File: config.mk
export PLATFORM = sky130hd
export DESIGN_NAME = mmio_port_responder
export DESIGN_NICKNAME = d
export VERILOG_FILES = /design/src/rtl/mmio_pkg.sv /design/src/rtl/input_synchronizer.sv /design/src/rtl/mmio_port_responder.sv
export SDC_FILE = /design/constraint.sdc
export NUM_CORES = 1
export LEC_CHECK = 0
export BUFFER_PORTS_ARGS = -buffer_cell sky130_fd_sc_hd__buf_2
export CORE_ASPECT_RATIO = 0.7
export CORE_MARGIN = 10
export CORE_UTILIZATION = 49
export CTS_BUF_LIST = sky130_fd_sc_hd__clkbuf_8
export DETAILED_ROUTE_END_ITERATION = 7
export PLACE_DENSITY = 0.87
export SYNTH_ARGS = -nofsm -noshare
export SYNTH_HDL_FRONTEND = slang
export SYNTH_SLANG_ARGS = --single-unit
File: constraint.sdc
create_clock -name clk -period 3.6 [get_ports clk]
set_input_delay 0.36 -clock clk [delete_from_list [all_inputs] [get_ports clk]]
set_output_delay 0.36 -clock clk [all_outputs]
set_load 0.05 [all_outputs]
File: src/rtl/mmio_pkg.sv
// Shared constants and register-select decode for the memory-mapped port responder.
// Also used by anything else that needs to address the three-register window.
package mmio_pkg;

  localparam logic [31:0] DEFAULT_BASE_ADDR = 32'h1001_0040;

  localparam logic [31:0] OFS_OUT    = 32'h0000_0000;
  localparam logic [31:0] OFS_IN     = 32'h0000_0004;
  localparam logic [31:0] OFS_STATUS = 32'h0000_0008;

  localparam int CHG_BIT  = 0;
  localparam int WCNT_LSB = 8;
  localparam int WCNT_MSB = 15;

  typedef enum logic [1:0] {
    REG_OUT,
    REG_IN,
    REG_STATUS,
    REG_NONE
  } regSel_e;

  // Offsets are exact byte offsets, so unaligned or out-of-range addresses fall to REG_NONE.
  function automatic regSel_e decodeOffset(input logic [31:0] offset);
    regSel_e sel;
    case (offset)
      OFS_OUT:    sel = REG_OUT;
      OFS_IN:     sel = REG_IN;
      OFS_STATUS: sel = REG_STATUS;
      default:    sel = REG_NONE;
    endcase
    return sel;
  endfunction

endpackage

File: src/rtl/input_synchronizer.sv
// Multi-flop synchronizer for asynchronous external inputs; the last stage is the
// synchronized value. All stages clear on the asynchronous active-low reset.
module input_synchronizer #(
  parameter int WIDTH  = 8,
  parameter int STAGES = 2
) (
  input  logic             clk,
  input  logic             reset,
  input  logic [WIDTH-1:0] asyncData,
  output logic [WIDTH-1:0] syncData
);

  logic [WIDTH-1:0] stageQ [STAGES];

  always_ff @(posedge clk or negedge reset) begin
    if (!reset) begin
      for (int i = 0; i < STAGES; i++) begin
        stageQ[i] <= '0;
      end
    end else begin
      stageQ[0] <= asyncData;
      for (int i = 1; i < STAGES; i++) begin
        stageQ[i] <= stageQ[i-1];
      end
    end
  end

  assign syncData = stageQ[STAGES-1];

endmodule

File: src/rtl/mmio_port_responder.sv
// Memory-mapped I/O responder: OUT / IN / STATUS registers in a three-word window,
// a registered output port and a synchronized, change-tracked input port.
module mmio_port_responder
  import mmio_pkg::*;
#(
  parameter logic [31:0] BASE_ADDR   = DEFAULT_BASE_ADDR,
  parameter int          IN_WIDTH    = 8,
  parameter int          SYNC_STAGES = 2
) (
  input  logic                clk,
  input  logic                reset,
  input  logic [31:0]         Address,
  input  logic [31:0]         WriteData,
  input  logic                MemWrite,
  input  logic                MemRead,
  input  logic [IN_WIDTH-1:0] PortIn,
  output logic [31:0]         ReadData,
  output logic                Hit,
  output logic [31:0]         PortOut,
  output logic                ChangeIrq
);

  logic [31:0]         offset;
  regSel_e             regSel;
  logic [IN_WIDTH-1:0] inSync;
  logic [IN_WIDTH-1:0] prevIn;
  logic [31:0]         inWord;
  logic [31:0]         statusWord;
  logic [7:0]          wcnt;
  logic                chg;
  logic                wrOut;
  logic                wrStatus;
  logic                inChanged;

  input_synchronizer #(
    .WIDTH  (IN_WIDTH),
    .STAGES (SYNC_STAGES)
  ) uSync (
    .clk       (clk),
    .reset     (reset),
    .asyncData (PortIn),
    .syncData  (inSync)
  );

  assign offset = Address - BASE_ADDR;
  assign regSel = decodeOffset(offset);
  assign Hit    = (regSel != REG_NONE);

  assign wrOut     = MemWrite && (regSel == REG_OUT);
  assign wrStatus  = MemWrite && (regSel == REG_STATUS);
  assign inChanged = (inSync != prevIn);

  always_comb begin
    inWord               = '0;
    inWord[IN_WIDTH-1:0] = inSync;
  end

  always_comb begin
    statusWord                    = '0;
    statusWord[CHG_BIT]           = chg;
    statusWord[WCNT_MSB:WCNT_LSB] = wcnt;
  end

  // Zero-latency load path; anything not selected reads as zero so ReadData is never X.
  always_comb begin
    ReadData = '0;
    if (MemRead) begin
      case (regSel)
        REG_OUT:    ReadData = PortOut;
        REG_IN:     ReadData = inWord;
        REG_STATUS: ReadData = statusWord;
        default:    ReadData = '0;
      endcase
    end
  end

  always_ff @(posedge clk or negedge reset) begin
    if (!reset) begin
      PortOut <= '0;
      wcnt    <= '0;
    end else if (wrOut) begin
      PortOut <= WriteData;
      wcnt    <= wcnt + 8'd1;
    end
  end

  // A pending change wins over a simultaneous write-1-to-clear so no edge is ever lost.
  always_ff @(posedge clk or negedge reset) begin
    if (!reset) begin
      prevIn <= '0;
      chg    <= 1'b0;
    end else begin
      prevIn <= inSync;
      if (inChanged) begin
        chg <= 1'b1;
      end else if (wrStatus && WriteData[CHG_BIT]) begin
        chg <= 1'b0;
      end
    end
  end

  assign ChangeIrq = chg;

endmodule

== Yosys cells after proc, flatten, opt, wreduce, memory -nomap -nowiden ==
Cells that the tools add are included.
W data, S select, Z words.
Storage, ports and cells
  bits in registers: 65
  input port bits: 76
  output and inout bits: 66
  logic and storage cells: 25
Operators by class
  add/subtract/negate cells: 2
  equal/unequal tests: 6
  mux-type cells: 5
  reductions and logical operators: 6
Operators by type and width (number)
  $pmux W32 S3: 1
  $eq A32 B3 Y1 const B: 1
  $eq A32 B4 Y1 const B: 1
  $logic_not A32 Y1: 1
  $mux W32: 1
  $sub A32 B29 Y32 const B: 1
  $add A8 B1 Y8 const B: 1
  $ne A8 B8 Y1: 1
  $pmux W2 S3: 1
  $logic_and A1 B1 Y1: 3
  $eq A2 B1 Y1 const B: 1
  $eq A2 B2 Y1 const B: 1
  $logic_not A2 Y1: 1
  $mux W1: 2
  $ne A2 B2 Y1 const B: 1
  $reduce_bool A2 Y1: 1

== Longest topological paths before layout ==
Gate-level depths: netlist of the first run.
  depth in word-level cells: 8
  gate-level depth with buffers: 10
  mapped depth without buffers: 7

== By module ==
Synthesis of the first run repeated with hierarchy kept, for this count alone.
Unflattened totals
  cell total of the unflattened synthesis: 276
  area total of the unflattened synthesis: 3465.8 um2
Modules (own cells, without submodules)
  mmio_port_responder: instances 1, cells an instance 252, area an instance 3005.4 um2, sequential area each 1226.2 um2
  input_synchronizer: instances 1, cells an instance 24, area an instance 460.4 um2, sequential area each 400.4 um2

== Worst setup path before layout of the first run ==
No wires, ideal clock.
  path kind: input -> output
  from: in Address[10]
  to: out ReadData[19]
  data arrival time: 3.461 ns
  data required time: 3.240 ns
  setup slack: -0.221 ns
  stages on the path: 8
  buffers on the path: 1
  cells stage by stage: nor4_1 and3_1 mux2i_1 nand2_1 nor3_1 nand4_1 buf_2 nor3b_1
On the way
  cells in the longest elaborated chain, start to end: 6
  elaborated cells between the ends (all ways): 10
  classes of those cells: add/sub: 1; eq/ne: 4; mux: 3; reduce/logical: 2
Ends and longest elaborated chain
  from (decl): line mmio_port_responder.sv:12  | input logic [31:0] Address,
  $sub A32 B29 Y32 *: line mmio_port_responder.sv:45  | assign offset = Address - BASE_ADDR;
  $eq A32 B4 Y1, or another cell as far along: line mmio_pkg.sv:25  | case (offset)
  $pmux W2 S3 *: line mmio_pkg.sv:25
  $eq A2 B2 Y1, or another cell as far along: line mmio_port_responder.sv:68  | case (regSel)
  $pmux W32 S3 *: line mmio_port_responder.sv:68
  $mux W32 *: line mmio_port_responder.sv:67  | if (MemRead) begin
  to (decl): line mmio_port_responder.sv:17  | output logic [31:0] ReadData,
Every way passes the cells marked *; elsewhere a longest branch is shown, timed or not.

== Final worst setup path of the first run ==
  from: in Address[17]
  to: out ReadData[2]
Same word-level chain as after synthesis.

==> results of run 1 <==
==> routing by layer <==
| metal | GRT usage [%] | vias to the layer above |
|---|---|---|
| li1 | - | 1307 |
| met3 | 6.15 | 14 |
| met1 | 20.0 | 1308 |
| met5 | 0 | - |
| met4 | 6.15 | 0 |
| met2 | 28.9 | 127 |
==> cell usage in the layout (no fill, tap or decap), types with 2 or more instances in the layout <==
master / instances
a2111oi_0: 2
a211o_1: 2
a21oi_1: 5
a31o_2: 2
and3_1: 3
and4_1: 3
and4b_1: 2
buf_2: 141
buf_4: 9
clkbuf_8: 10
clkinv_2: 2
clkinvlp_4: 2
dfrtp_1: 65
inv_1: 2
mux2_2: 34
mux2i_1: 18
nand2_1: 10
nand2b_1: 2
nand3_1: 6
nand4_1: 7
nor2_1: 18
nor2b_1: 2
nor3_1: 14
nor3b_1: 17
nor4_1: 5
nor4b_1: 2
o21ai_0: 2
or3_1: 2
or4_1: 2
xnor2_1: 14
==> cells in the mapped netlist (5+ instances only) <==
cell	number
nor3_1	14
nand4_1	7
dfrtp_1	65
xnor2_1	14
a21oi_1	5
nor4_1	5
mux2i_1	18
nor3b_1	17
nand2_1	10
nor2_1	18
clkbuf_1	5
nand3_1	6
mux2_2	34
buf_6	5
==> power breakdown <==
part	switching, mW	internal (mW)	leakage, nW	total [mW]
sequential	0.00765	0.743	0.848	0.751
combinational	0.0681	0.0576	1.22	0.126
clock	0.288	0.269	0.0887	0.557
==> how the worst min path moves through the flow <==
stage	from	end	cells past startpoint
6_report	reset	PortOut[8]$_DFFE_PN0P_	1
5_1_grt	PortIn[1]	uSync.stageQ[9]$_DFF_PN0_	1
4_1_cts	reset	PortOut[24]$_DFFE_PN0P_	1
3_5_place_dp	uSync.stageQ[9]$_DFF_PN0_	uSync.syncData[1]$_DFF_PN0_	0
3_3_place_gp	uSync.stageQ[13]$_DFF_PN0_	uSync.syncData[5]$_DFF_PN0_	0
2_1_floorplan	reset	ChangeIrq$_DFFE_PN0P_	0
==> final cells by class <==
cell class                 count  area [um2]  share of cell area [%]
sequential                    65        1630                    38.7
multi-input combinational    193        1500                    35.6
timing repair buffer         151         793                    18.9
clock buffer                  10         138                    3.28
tap                           78        97.6                    2.32
clock inverter                 6        42.5                    1.01
inverter                       2        7.51                   0.179
==> through the flow <==
| stage | cells | hold WS (ns) | setup slack, ns |
|---|---|---|---|
| after detailed placement | 489 | 0.336 | 0.292 |
| after CTS | 505 | 0.0931 | 0.282 |
| after global placement | 489 | 0.333 | 0.354 |
| after global routing | 505 | 0.0968 | 0.0831 |
| after floorplan | 273 | 0.0644 | -0.221 |
| final | 505 | 0.0761 | 0.278 |
==> sequential cells by signal, indices dropped and copies added, names as in the netlist <==
register / flops
wcnt: 8
PortOut: 32
uSync.stageQ: 8
ChangeIrq: 1
prevIn: 8
uSync.syncData: 8
==> kinds of logic (layout without fill, tap and decap cells) <==
| logic type | Yosys count | after routing | synth area share [%] |
|---|---|---|---|
| AOI/OAI and AO/OA | 26 | 26 | 6.29 |
| xor gates and xnor gates | 15 | 15 | 4.08 |
| adders and majority gates | 1 | 1 | 0.388 |
| buffers and inverters | 15 | 169 | 3.03 |
| DFF | 65 | 65 | 50.5 |
| muxes | 52 | 52 | 17.5 |
| and+or+nand+nor | 99 | 99 | 18.2 |
==> flow_metrics.env, run 1 <==
export IMPL_critical_path_slowest_cell="or4_1"
export IMPL_rsz0062_at_grt="no"
export IMPL_overflow=0
export IMPL_synth_seq_cells=65
export IMPL_wl_met3_um=858
export IMPL_crit_path_max_incr_delay_ns=0.66
export IMPL_cp_depth=10
export IMPL_pin_count=142
export IMPL_first_pass_iters=4
export IMPL_fin_skew_ns=0.00618
export IMPL_arrival_ns=2.96
export IMPL_final_layout_size_suffix_gt1_share_pct=48.2
export IMPL_numPortBuffers=141
export IMPL_fillers=488
export IMPL_area_delta_synth_final_pct=30.5
export IMPL_r2r_cells=4
export IMPL_max_freq_mhz=301
export IMPL_leakage_nw=2.16
export IMPL_yosys_area_top_type="dfrtp_1"
export IMPL_powerDensity_nw_per_um2=341
export IMPL_post_route_drc_count=0
export IMPL_outcome="finished, final reports clean"
export IMPL_via_per_inst=5.46
export IMPL_antenna_left=0
export IMPL_numCtsBuffers=9
export IMPL_synth_cell_types=47
export IMPL_cp_num_buf_inv=3
export IMPL_clockBufferDepth=2
export IMPL_start_util_pct=51.1
export IMPL_rr_endpoint="wcnt[6]$_DFFE_PN0P_"
export IMPL_startpoint_type="primary input"
export IMPL_clock_latency_ns=0.34
export IMPL_post_cts_resized=0
export IMPL_cts_setup_buffers=0
export IMPL_startpoint="Address[17]"
export IMPL_ir_drop_uv=330
export IMPL_synth_edf_count=0
export IMPL_cts_tree="done"
export IMPL_wl_met2_um=4430
export IMPL_core_area_um2=6310
export IMPL_synthTopCellsByArea="dfrtp_1, mux2_2, mux2i_1"
export IMPL_yosysWarnings=0
export IMPL_grt_max_degree=37
export IMPL_synth_avg_cell_area_um2=11.8
export IMPL_first_global_vias=2819
export IMPL_root_buffer="clkbuf_8"
export IMPL_path_clk_slew_ns=0.07
export IMPL_clock_sinks=65
export IMPL_hold_viol_final=0
export IMPL_r2r_slack_ns=2.43
export IMPL_synth_area_um2=3220
export IMPL_max_slew_margin_pct=49.4
export IMPL_dp_hpwl_um=7240
export IMPL_syn_inst=273
export IMPL_grt_util_all_layers_pct=17.2
export IMPL_hp_class="primary input to asynchronous set/reset pin"
export IMPL_final_area_um2=4200
export IMPL_period_minus_slack_ns=3.32
export IMPL_tns_ns=0
export IMPL_die_width_um=117
export IMPL_critPathKind="primary input to output pin"
export IMPL_place_gp_congestion=0.874
export IMPL_crit_path_max_fanout=8
export IMPL_htree_num_levels=3
export IMPL_die_h_um=87.8
export IMPL_wl_met1_um=3620
export IMPL_row_count=24
export IMPL_diodes=0
export IMPL_synth_main_ff_cell="dfrtp_1"
export IMPL_antenna_found_initial=0
export IMPL_layout_nets=499
export IMPL_wl_per_cell_um=17.9
export IMPL_power_mw=1.43
export IMPL_drv_cap=0
export IMPL_crit_required_ns=3.24
export IMPL_dpl_cell_area_um2=4020
export IMPL_wl_um=9050
export IMPL_design_die_area_um2=10300
export IMPL_cp_end_kind="output pin"
export IMPL_cp_cell_sequence="buf_2, or4_1, o32ai_1, a21o_1, nand2_1, nor3_1, buf_4, nand3_1, nor3_1, buf_2"
export IMPL_grt_pass1_wl_um=13900
export IMPL_highest_layer="met4"
export IMPL_synth_fp_nets=350
export IMPL_endpoint="ReadData[2]"
export IMPL_ys_seq_area_share_pct=50.5
export IMPL_drtIter0Drc=189
export IMPL_vias=2756
export IMPL_cp_top_family="simple AND/OR/NAND/NOR gates"
export IMPL_tightest_slew_ns=0.759
export IMPL_final_util_pct=66.6
export IMPL_maxSlewViolCount=0
export IMPL_min_period_over_period_pct=92.3
export IMPL_yosysTopAreaCellShare_pct=50.5
export IMPL_cts_hold_buffers=0
export IMPL_setup_viol=0
export IMPL_async_reset_ff_share_pct=100
export IMPL_r2r_start="wcnt[0]$_DFFE_PN0P_"
Power figures use the tool's default switching activity.
==> run 2, diff against run 1 <==
--- a/config.mk
+++ b/config.mk
@@ -8,10 +8,10 @@
 export BUFFER_PORTS_ARGS = -buffer_cell sky130_fd_sc_hd__buf_2
 export CORE_ASPECT_RATIO = 0.7
 export CORE_MARGIN = 10
-export CORE_UTILIZATION = 49
+export CORE_UTILIZATION = 25
 export CTS_BUF_LIST = sky130_fd_sc_hd__clkbuf_8
 export DETAILED_ROUTE_END_ITERATION = 7
-export PLACE_DENSITY = 0.87
+export PLACE_DENSITY = 0.53
 export SYNTH_ARGS = -nofsm -noshare
 export SYNTH_HDL_FRONTEND = slang
 export SYNTH_SLANG_ARGS = --single-unit
==> flow_metrics.env, run 2 (synthesis results as in run 1) <==
export IMPL_rsz0062_at_grt="no"
export IMPL_critPathKind="primary input to output pin"
export IMPL_wl_per_cell_um=16.5
export IMPL_vias=2756
export IMPL_area_delta_synth_final_pct=34.5
export IMPL_instances_no_fill=587
export IMPL_numCtsBuffers=9
export IMPL_via_per_inst=4.70
export IMPL_start_util_pct=25.8
export IMPL_clock_sinks=65
export IMPL_hold_viol_final=0
export IMPL_antenna_found_initial=0
export IMPL_place_gp_congestion=0.873
export IMPL_crit_required_ns=3.24
export IMPL_die_h_um=115
export IMPL_outcome="finished, final reports clean"
export IMPL_cts_setup_buffers=0
export IMPL_final_cell_mix="buf_2, dfrtp_1, mux2_2, nor2_1, mux2i_1"
export IMPL_die_width_um=156
export IMPL_min_period_over_period_pct=91.0
export IMPL_path_clk_slew_ns=0.07
export IMPL_cts_tree="done"
export IMPL_startpoint="Address[17]"
export IMPL_layout_nets=499
export IMPL_diodes=0
export IMPL_crit_path_max_fanout=11
export IMPL_period_minus_slack_ns=3.28
export IMPL_leakage_nw=2.17
export IMPL_overflow=0
export IMPL_core_area_um2=12500
export IMPL_design_die_area_um2=17900
export IMPL_grt_pass1_wl_um=15400
export IMPL_drtIter0Drc=129
export IMPL_pin_count=142
export IMPL_clock_latency_ns=0.34
export IMPL_dp_hpwl_um=7830
export IMPL_grt_max_degree=41
export IMPL_startpoint_type="primary input"
export IMPL_hold_path_startpoint="PortIn[4]"
export IMPL_hp_class="primary input to flop"
export IMPL_tightest_slew_ns=0.896
export IMPL_root_buffer="clkbuf_8"
export IMPL_first_global_vias=2929
export IMPL_htree_num_levels=3
export IMPL_clockBufferDepth=2
export IMPL_first_pass_iters=4
export IMPL_setup_viol=0
export IMPL_fin_ws_ns=0.323
export IMPL_powerDensity_nw_per_um2=340
export IMPL_dp_cells=573
export IMPL_grt_util_all_layers_pct=10.6
export IMPL_pre_cts_ws_ns=0.162
export IMPL_r2r_start="wcnt[0]$_DFFE_PN0P_"
export IMPL_cp_end_kind="output pin"
export IMPL_final_common_cell="buf_2"
export IMPL_arrival_ns=2.92
export IMPL_cts_hold_buffers=0
export IMPL_maxSlewViolCount=0
export IMPL_post_route_drc_count=0
export IMPL_row_count=34
export IMPL_ir_drop_uv=178
export IMPL_drv_cap=0
export IMPL_final_layout_size_suffix_gt1_share_pct=48.2
export IMPL_wl_um=9690
export IMPL_antenna_left=0
export IMPL_regMostFlops="PortOut"
export IMPL_numPortBuffers=141
export IMPL_fin_skew_ns=0.00561
export IMPL_largest_register_ffs=32
export IMPL_max_slew_margin_pct=40.2
export IMPL_max_freq_mhz=305
-- run 2: cell type report --
cell class,count,area (um2)
fillers,1294,8180
flip-flops and latches,65,1630
multi-input cells,193,1510
repair buffers,151,806
well taps,162,203
clock buffers,10,138
clock inverters,4,46.3
inverters,2,7.51
-- run 2: report_power, final --
group	leakage [nW]	total, mW	switching [mW]	internal [mW]
logic	1.22	0.128	0.0696	0.0586
registers	0.848	0.752	0.00763	0.744
clock network	0.0954	0.593	0.266	0.327
-- run 2: what timing repair did --
action                                  in CTS  in global routing
endpoints found under the setup margin       0                  7
hold endpoints to repair                     0                  0
gates resized for setup                      0                  8
-- run 2: worst paths after layout --
check	cells past startpoint	slack [ns]	end
setup / recovery	10	0.32	ReadData[17]
hold / removal	1	0.12	uSync.stageQ[12]$_DFF_PN0_
setup reg to reg	4	2.46	wcnt[6]$_DFFE_PN0P_
hold reg to reg	0	0.35	uSync.syncData[6]$_DFF_PN0_
max in group asynchronous	2	2.69	PortOut[0]$_DFFE_PN0P_
min in group asynchronous	1	0.14	PortOut[11]$_DFFE_PN0P_
-- run 2: through the flow --
step                cell area (um2)  utilization (%)  TNS [ns]  total power, mW  hold slack [ns]
detailed placement             4130             33.0         0            0.894            0.336
finish                         4330             34.6         0             1.47            0.119
global route                   4330             34.6         0             1.54            0.100
CTS                            4310             34.5         0             1.50           0.0982
global placement               4130             33.0         0            0.892            0.333
floorplan                      3220                -     -2.82            0.816           0.0644
-- run 2: critical path, stage by stage --
cell and delay (ns):
buf_2 0.14, or4_4 0.59, or2_1 0.28, a21oi_1 0.14, nand4_1 0.10, and4b_1 0.35
nand4_1 0.20, buf_4 0.24, nor3b_1 0.20, buf_2 0.30
-- run 2: routing by layer --
layer | up-vias | share of wire (%) | GRT usage (%)
met3 | 9 | 9.7 | 5.00
met4 | 0 | 1.1 | 3.05
li1 | 1322 | - | -
met5 | - | 0 | 0
met1 | 1314 | 45 | 13.6
met2 | 111 | 44 | 15.8
==> run 3, diff against run 2 <==
--- a/config.mk
+++ b/config.mk
@@ -5,13 +5,13 @@
 export SDC_FILE = /design/constraint.sdc
 export NUM_CORES = 1
 export LEC_CHECK = 0
+export ABC_AREA = 1
 export BUFFER_PORTS_ARGS = -buffer_cell sky130_fd_sc_hd__buf_2
 export CORE_ASPECT_RATIO = 0.7
 export CORE_MARGIN = 10
 export CORE_UTILIZATION = 25
 export CTS_BUF_LIST = sky130_fd_sc_hd__clkbuf_8
 export DETAILED_ROUTE_END_ITERATION = 7
-export PLACE_DENSITY = 0.53
 export SYNTH_ARGS = -nofsm -noshare
 export SYNTH_HDL_FRONTEND = slang
 export SYNTH_SLANG_ARGS = --single-unit
==> flow_metrics.env, run 3 <==
export IMPL_layout_nets=730
export IMPL_grt_pass1_wl_um=19500
export IMPL_drtIter0Drc=218
export IMPL_post_route_drc_count=0
export IMPL_r2r_start="wcnt[2]$_DFFE_PN0P_"
export IMPL_synth_seq_cells=65
export IMPL_max_freq_mhz=299
export IMPL_wl_um=12300
export IMPL_critPathKind="primary input to output pin"
export IMPL_synth_main_ff_cell="dfrtp_1"
export IMPL_synth_area_um2=3720
export IMPL_diodes=0
export IMPL_outcome="finished, final reports clean"
export IMPL_yosysWarnings=0
export IMPL_vias=3727
export IMPL_synth_avg_cell_area_um2=7.30
export IMPL_yosys_top_cells_count="nand2_1, dfrtp_1, nand3_1, nor2_1, inv_1"
export IMPL_async_reset_ff_share_pct=100
export IMPL_leakage_nw=2.55
export IMPL_crit_required_ns=3.24
export IMPL_start_util_pct=25.5
export IMPL_final_common_cell="nand2_1"
export IMPL_place_gp_congestion=0.871
export IMPL_arrival_ns=2.99
export IMPL_setup_viol=0
export IMPL_synthTopCellsByArea="dfrtp_1, nand2_1, nand3_1"
export IMPL_first_global_vias=3651
export IMPL_path_clk_slew_ns=0.08
export IMPL_maxSlewViolCount=0
export IMPL_clock_sinks=65
export IMPL_synth_fp_nets=587
export IMPL_row_count=37
export IMPL_drv_cap=0
export IMPL_r2r_slack_ns=2.37
export IMPL_dp_hpwl_um=9890
export IMPL_root_buffer="clkbuf_8"
export IMPL_period_minus_slack_ns=3.35
export IMPL_largest_register_ffs=32
export IMPL_final_util_pct=33.2
export IMPL_crit_path_max_fanout=18
export IMPL_antenna_found_initial=1
export IMPL_tightest_slew_ns=0.853
export IMPL_tns_ns=0
export IMPL_synth_edf_count=0
export IMPL_die_width_um=166
export IMPL_cts_tree="done"
export IMPL_clock_latency_ns=0.35
export IMPL_htree_num_levels=3
export IMPL_cp_end_kind="output pin"
export IMPL_numPortBuffers=141
export IMPL_ir_drop_uv=157
export IMPL_numCtsBuffers=9
export IMPL_die_h_um=122
export IMPL_ys_seq_area_share_pct=43.7
export IMPL_rsz0062_at_grt="no"
export IMPL_core_area_um2=14600
export IMPL_overflow=0
export IMPL_min_period_over_period_pct=93.0
export IMPL_regMostFlops="PortOut"
export IMPL_area_delta_synth_final_pct=30.3
export IMPL_antenna_left=0
export IMPL_rr_endpoint="wcnt[7]$_DFFE_PN0P_"
export IMPL_fin_skew_ns=0.00773
export IMPL_grt_max_degree=47
export IMPL_first_pass_iters=5
export IMPL_yosys_area_top_type="dfrtp_1"
export IMPL_r2r_cells=5
export IMPL_startpoint_type="primary input"
export IMPL_powerDensity_nw_per_um2=322
export IMPL_via_per_inst=4.37
export IMPL_startpoint="Address[10]"
export IMPL_wl_per_cell_um=14.5
export IMPL_grt_util_all_layers_pct=11.7
export IMPL_yosysTopAreaCellShare_pct=43.7
export IMPL_syn_inst=510
export IMPL_clockBufferDepth=2
export IMPL_hp_class="primary input to asynchronous set/reset pin"
export IMPL_final_layout_size_suffix_gt1_share_pct=29.3
export IMPL_final_cell_mix="nand2_1, buf_2, dfrtp_1, nand3_1"
export IMPL_synth_most_common_cell="nand2_1"
export IMPL_max_slew_margin_pct=43.1
export IMPL_design_die_area_um2=20300
export IMPL_synth_cell_types=33
export IMPL_pin_count=142
export IMPL_cts_hold_buffers=0
export IMPL_hold_viol_final=0
run 3: changes by cell type after synthesis, moves of 11 or more:
cell and change:
a21oi_1 +13, inv_1 +49, mux2_2 -34, mux2i_1 -18, nand2_1 +160, nand3_1 +49, nand3_2 +11, nor2_1 +34
nor3b_1 -16
run 3: cell type report:
| cell class | instances | area [um2] |
|---|---|---|
| Timing Repair Buffer | 148 | 761 |
| Inverter | 52 | 195 |
| Multi-Input combinational cell | 377 | 1820 |
| Fill cell | 1651 | 9780 |
| Sequential cell | 65 | 1630 |
| Clock inverter | 6 | 72.6 |
| Clock buffer | 10 | 138 |
| Tap cell | 195 | 244 |
run 3: power breakdown:
| part | switching (mW) | total, mW | internal, mW | leakage [nW] |
|---|---|---|---|---|
| Combinational | 0.0953 | 0.151 | 0.0556 | 1.60 |
| Sequential | 0.00755 | 0.751 | 0.743 | 0.848 |
| Clock | 0.312 | 0.662 | 0.350 | 0.110 |
| Total | 0.415 | 1.56 | 1.15 | 2.55 |
run 3: how the worst max path moves through the flow:
stage	endpoint	slack [ns]	cells after the start
4_1_cts	ReadData[5]	0.22	18
3_3_place_gp	ReadData[5]	0.30	18
6_report	ReadData[5]	0.25	16
5_1_grt	ReadData[5]	0.01	18
2_1_floorplan	ReadData[10]	0.17	17
3_5_place_dp	ReadData[5]	0.24	18
run 3: cells by family (layout without fill, tap and decap cells):
group	count (synthesis)	in the layout	synth area share (%)
simple gates	328	328	40.0
buf+inv	68	216	7.66
flops	65	65	43.7
compound gates	34	34	5.01
xor+xnor	14	14	3.29
fa+ha+maj	1	1	0.336
run 3: what timing repair did:
action	4_1_cts	5_1_grt
resized for setup	0	2
setup buffers	0	0
endpoints found under the setup margin	0	9
run 3: critical path, stage by stage:
cell and delay, ns:
buf_2 0.13, nor2_2 0.17, nand2_1 0.09, o21ai_2 0.26, nand3_1 0.19, nand2_1 0.09, nand2_1 0.07, nor2_1 0.16
nand4_1 0.16, nor2_4 0.19, nand2_2 0.10, nor2_4 0.19, buf_4 0.27, nand2_1 0.07, a21oi_1 0.21, clkbuf_4 0.28
run 3: per-stage QoR:
step	instance area (um2)	setup WS [ns]	hold WS [ns]	total power [mW]	instances
CTS	4850	0.220	0.0381	1.59	853
global route	4850	0.00960	0.0556	1.63	853
global placement	4640	0.303	0.332	0.916	837
finish	4850	0.251	0.0345	1.56	853
floorplan	3720	0.168	0.0644	0.828	510
detailed placement	4640	0.239	0.335	0.916	837
run 3: layer usage:
metal / vias to the layer above / track usage, % / routed length (um)
met3: 12 / 4.28 / 961
met2: 105 / 17.5 / 5440
met4: 2 / 2.32 / 85
li1: 1909 / - / -
met5: - / 0 / 19
met1: 1699 / 15.8 / 5830
